===== src/rtl/ddram_arb2.sv =====
// ddram_arb2: two-client round-robin arbiter onto a single 64-bit DDRAM command port.
// Each client issues 16-bit single-word reads and writes through toggle req/ack pairs.
// One command is in flight at a time. All command outputs are registered.
module ddram_arb2 #(
  parameter logic [31:0] RAMBASE = 32'h3000_0000,
  parameter int unsigned RAMSIZE = 27
) (
  input  logic        DDRAM_CLK,
  input  logic        reset_n,

  input  logic        DDRAM_BUSY,
  output logic [7:0]  DDRAM_BURSTCNT,
  output logic [29:0] DDRAM_ADDR,
  input  logic [63:0] DDRAM_DOUT,
  input  logic        DDRAM_DOUT_READY,
  output logic        DDRAM_RD,
  output logic [63:0] DDRAM_DIN,
  output logic [7:0]  DDRAM_BE,
  output logic        DDRAM_WE,

  input  logic [29:0] c0_wraddr,
  input  logic [29:0] c0_rdaddr,
  input  logic [15:0] c0_din,
  input  logic        c0_we_req,
  output logic        c0_we_ack,
  input  logic        c0_rd_req,
  output logic        c0_rd_ack,
  output logic [15:0] c0_dout,

  input  logic [29:0] c1_wraddr,
  input  logic [29:0] c1_rdaddr,
  input  logic [15:0] c1_din,
  input  logic        c1_we_req,
  output logic        c1_we_ack,
  input  logic        c1_rd_req,
  output logic        c1_rd_ack,
  output logic [15:0] c1_dout
);

  // Client address bits inside the window; the rest come from RAMBASE.
  localparam logic [28:0] AddrMask = 29'((64'd1 << (RAMSIZE + 1)) - 64'd1);

  typedef enum logic [1:0] {StIdle, StWr, StRd, StRdWait} state_e;

  state_e             state_q;
  logic               last_q;     // client granted most recently
  logic               cid_q;      // client owning the in-flight command
  logic               req_q;      // req level sampled at grant; ack moves to this
  logic [1:0]         sel_q;      // 16-bit lane within the 64-bit word
  logic               we_q;
  logic               rd_q;
  logic [29:0]        addr_q;
  logic [63:0]        din_q;
  logic [7:0]         be_q;
  logic [1:0]         we_ack_q;
  logic [1:0]         rd_ack_q;
  logic [1:0][15:0]   dout_q;

  // Per-client views so the grant path can index by client id.
  logic [1:0][29:0]   wraddr;
  logic [1:0][29:0]   rdaddr;
  logic [1:0][15:0]   din;
  logic [1:0]         we_req;
  logic [1:0]         rd_req;

  assign wraddr = {c1_wraddr, c0_wraddr};
  assign rdaddr = {c1_rdaddr, c0_rdaddr};
  assign din    = {c1_din, c0_din};
  assign we_req = {c1_we_req, c0_we_req};
  assign rd_req = {c1_rd_req, c0_rd_req};

  logic [1:0]  we_pend;
  logic [1:0]  rd_pend;
  logic [1:0]  cand;
  logic        gnt_id;
  logic        gnt_is_wr;
  logic [29:0] gnt_addr;
  logic [15:0] gnt_din;
  logic        gnt_req;
  logic [28:0] gnt_full;

  // Candidate set, round-robin pick, and the granted client's command fields.
  always_comb begin
    we_pend   = we_req ^ we_ack_q;
    rd_pend   = rd_req ^ rd_ack_q;
    cand      = we_pend | rd_pend;
    gnt_id    = 1'b0;
    if (cand == 2'b11) begin
      gnt_id = ~last_q;
    end else if (cand == 2'b10) begin
      gnt_id = 1'b1;
    end
    gnt_is_wr = we_pend[gnt_id];
    gnt_addr  = gnt_is_wr ? wraddr[gnt_id] : rdaddr[gnt_id];
    gnt_din   = din[gnt_id];
    gnt_req   = gnt_is_wr ? we_req[gnt_id] : rd_req[gnt_id];
    gnt_full  = (RAMBASE[28:0] & ~AddrMask) | (gnt_addr[28:0] & AddrMask);
  end

  // Bits with no role: byte-select bit 0, bit 29, and the sub-word part of the full address.
  logic unused_bits;
  assign unused_bits = ^{gnt_addr[29], gnt_addr[0], gnt_full[2:0]};

  // Command FSM with registered command outputs, acks and read data.
  always_ff @(posedge DDRAM_CLK or negedge reset_n) begin
    if (!reset_n) begin
      state_q  <= StIdle;
      last_q   <= 1'b1;
      cid_q    <= 1'b0;
      req_q    <= 1'b0;
      sel_q    <= 2'd0;
      we_q     <= 1'b0;
      rd_q     <= 1'b0;
      addr_q   <= '0;
      din_q    <= '0;
      be_q     <= '0;
      we_ack_q <= '0;
      rd_ack_q <= '0;
      dout_q   <= '0;
    end else begin
      unique case (state_q)
        StIdle: begin
          if (!DDRAM_BUSY && (cand != 2'b00)) begin
            cid_q  <= gnt_id;
            last_q <= gnt_id;
            req_q  <= gnt_req;
            sel_q  <= gnt_addr[2:1];
            addr_q <= {4'b0000, gnt_full[28:3]};
            if (gnt_is_wr) begin
              we_q    <= 1'b1;
              din_q   <= {4{gnt_din}};
              be_q    <= 8'd3 << {gnt_addr[2:1], 1'b0};
              state_q <= StWr;
            end else begin
              rd_q    <= 1'b1;
              be_q    <= 8'hFF;
              state_q <= StRd;
            end
          end
        end
        StWr: begin
          if (!DDRAM_BUSY) begin
            we_ack_q[cid_q] <= req_q;
            we_q            <= 1'b0;
            state_q         <= StIdle;
          end
        end
        StRd: begin
          if (!DDRAM_BUSY) begin
            rd_q    <= 1'b0;
            state_q <= StRdWait;
          end
        end
        StRdWait: begin
          // Read data is taken regardless of BUSY.
          if (DDRAM_DOUT_READY) begin
            dout_q[cid_q]   <= DDRAM_DOUT[{sel_q, 4'b0000} +: 16];
            rd_ack_q[cid_q] <= req_q;
            state_q         <= StIdle;
          end
        end
        default: state_q <= StIdle;
      endcase
    end
  end

  assign DDRAM_BURSTCNT = 8'd1;
  assign DDRAM_ADDR     = addr_q;
  assign DDRAM_DIN      = din_q;
  assign DDRAM_BE       = be_q;
  assign DDRAM_WE       = we_q;
  assign DDRAM_RD       = rd_q;

  assign c0_we_ack = we_ack_q[0];
  assign c1_we_ack = we_ack_q[1];
  assign c0_rd_ack = rd_ack_q[0];
  assign c1_rd_ack = rd_ack_q[1];
  assign c0_dout   = dout_q[0];
  assign c1_dout   = dout_q[1];

endmodule


===== config.mk =====
export PLATFORM = sky130hd
export DESIGN_NAME = ddram_arb2
export DESIGN_NICKNAME = d
export VERILOG_FILES = /design/src/rtl/ddram_arb2.sv
export SDC_FILE = /design/constraint.sdc
export NUM_CORES = 1
export LEC_CHECK = 0
export ABC_AREA = 1
export CORE_AREA = 2 2 143 145
export DETAILED_ROUTE_END_ITERATION = 10
export DIE_AREA = 0 0 145 147
export GPL_TIMING_DRIVEN = 1
export PLACE_DENSITY_LB_ADDON = 0.08
export SLEW_MARGIN = 30
export SYNTH_ARGS = -nofsm -noshare
export SYNTH_HDL_FRONTEND = slang
export SYNTH_SLANG_ARGS = --single-unit

===== constraint.sdc =====
create_clock -name DDRAM_CLK -period 2.2 [get_ports DDRAM_CLK]
set_clock_uncertainty 0.2 [all_clocks]
set_input_delay 0.44 -clock DDRAM_CLK [delete_from_list [all_inputs] [get_ports DDRAM_CLK]]
set_output_delay 0.44 -clock DDRAM_CLK [all_outputs]
set_load 0.01 [all_outputs]

==> out/metrics.csv <==
metric,value,unit
outcome,"complete, no violations",
synth_area,0.005649,mm2
critical_path.max_stage_delay,600,ps
period_share,92.91,%
whs_endpoint,DDRAM_ADDR[25],
grt_overflow,0,
ios,372,
core_area,0.01984,mm2
whs_path_depth,1,
cp_max_fo,5,
layout_setup_ws,155.9,ps
synth_top_area_share,39.87,%
cts.sink_count,91,
postSynthCellCount,780,
fillCellCount,1979,
post-cts-setup-buffers,0,
first_iter_violations,244,
synth_compound_area_share,11.52,%
drv_cap,0,
cp.required,1560,ps
cts_tree,built,
drive_above_1_share,6.766,%
place_hpwl,15.37,mm
ir_drop,474.7,uV
initial_core_util,28.47,%
grt_first_pass_wirelength,31.42,mm
cts.clk_slew.worst_paths,70,ps
die-area,0.02132,mm2
post-place-ws,-218.1,ps
clkLatencyLatePin,340,ps
rows,52,
r2r_setup_slack,330,ps
fin_crit,2044,ps
cpMaxStageDelayCell,clkdlybuf4s50_1,
p_per_area,1392,mW/mm2
drt_wl_total,19.99,mm
grtUsageTotal,18.45,%
utilization,48.12,%
synth_xor_area_share,0,%
synth_cell_types,34,
dieHeight,147,um
synth_top_family_by_area,simple AND/OR/NAND/NOR gates,
drc_errors,0,
yosysWarnings,0,
ys_ff_latch,91,
hold_class,register to register,
grt_pass1_vias,5820,
grt_start_max_net_pins,41,
firstDrtPassIters,4,
globalplace.congestion,0.8360,
rsz0062_at_grt,no,
r2r_start,we_ack_q[1],
hold_start,DDRAM_ADDR[25],
power.leakage,4.252,nW
grt_antenna_before_repair,1,
nNetsFinal,1299,
yosys.area_share.adder,0,%
viasPerCell,4.453,
dr_total_vias,6011,
synth_largest_area_cell,dfrtp_1,
synth.area.top_cells,"dfrtp_1 40%, nand2_1 21%, buf_4 9.0%, nand3_1 7.2%, o21ai_0 3.5%",
crit_path_start_kind,register,
antenna_left,0,
wire_per_inst,14.81,um
seq_area_frac_synth,40.33,%
ff2ff_path_depth,10,
clock_path_buffers,2,
die_w,145,um
mostFrequentLayoutCells,"346 x clkdlybuf4s50_1, 323 x nand2_1, 90 x dfrtp_1",
h-tree-depth,3,
worstSetupPathType,register to primary output,
portBuffers,347,
r2r-end,DDRAM_ADDR[22],
synth-simple-area-share,33.44,%
path_cells,clkdlybuf4s50_1,
arrival,1400,ps
ctsRootBufferMaster,clkbuf_16,
cts_buffers,9,
hold_viol_final,0,
synth_mux_area_share,0,%
fmax,489.2,MHz
crit_family,buffers and inverters,
final_common_cell,clkdlybuf4s50_1,
slew_violations,0,
synth.avg_cell_area,7.243,um2
path_buf_inv,1,
cp-end-kind,primary output,
hold_ws,278.9,ps
synthToLayoutAreaGrowth,69.04,%
setup_violations,0,
## power breakdown
part / switching [mW] / internal [mW]
registers: 0.647 / 2.50
clock network: 0.702 / 1.11
logic: 4.11 / 4.22
total: 5.46 / 7.83
## timing repair
action | 4_1_cts | 5_1_grt
hold buffers | 1 | 0
gates resized for setup | 0 | 1
endpoints found under the setup margin | 0 | 9
endpoints found under the hold margin | 27 | 0
## worst max-delay path by stage
| stage | startpoint | endpoint | slack [ps] | cells past startpoint |
|---|---|---|---|---|
| after floorplan | we_ack_q[0] | DDRAM_ADDR[15] | 460 | 12 |
| after global placement | c1_we_req | DDRAM_ADDR[10] | -190 | 11 |
| after detailed placement | c1_we_req | DDRAM_ADDR[22] | -220 | 11 |
| after CTS | we_ack_q[1] | c1_we_ack | 120 | 1 |
| after global routing | c1_rd_req | DDRAM_BE[3] | 6 | 12 |
| final | we_ack_q[1] | c1_we_ack | 160 | 1 |
## cell families after synthesis
logic type | Yosys count
flip-flops | 91
AND/OR/NAND/NOR | 449
AO/OA/AOI/OAI | 105
buffers and inverters | 133
other | 2
## sequential cells by signal, indices dropped and copies added, names as in the netlist
name,flops
DDRAM_ADDR,26
DDRAM_BE,4
DDRAM_DIN,16
DDRAM_RD,1
DDRAM_WE,1
c0_dout,16
c1_dout,16
cid_q,1
last_q,1
rd_ack_q,2
req_q,1
sel_q,2
state_q,2
we_ack_q,2
## routing by layer
metal  vias to the layer above  track usage, %  part of all wire (%)
li1                       3048               -                     -
met1                      2719           22.22                    42
met2                       226           31.40                    48
met3                        18           5.901                   8.4
met4                         0           5.941                   1.6
met5                         -               0                     0
## cell usage after synthesis (all sizes together)
cell and number:
nand2 331, buf 93, dfrtp 90, nand3 82
o21ai 44, nor2 27, a21oi 24, inv 23
a31oi 18, clkbuf 17, a32o 16, nand3b 3
nor3 3, conb 2, a211oi 1, and3 1
dfstp 1, nor3b 1, o21bai 1, o31ai 1
or2 1
## cell type report
class | instances | area (um2) | area share (%)
clock buffers | 9 | 225.2 | 2.358
repair buffers | 384 | 3914 | 40.99
multi-input cells | 566 | 2592 | 27.15
well taps | 270 | 337.8 | 3.538
clock inverters | 6 | 112.6 | 1.179
flip-flops and latches | 91 | 2278 | 23.86
diodes | 1 | 2.502 | 0.02621
inverters | 23 | 86.33 | 0.9041
## per-stage QoR
stage	power, mW	setup TNS, ps	area (um2)	instances
after floorplan	7.887	0	5687	790
after global placement	11.57	-7410	9191	1333
after detailed placement	11.61	-8789	9191	1333
after CTS	13.51	0	9539	1349
after global routing	14.38	0	9549	1350
final	13.29	0	9549	1350
No activity file was read; power rests on OpenSTA's default activity.
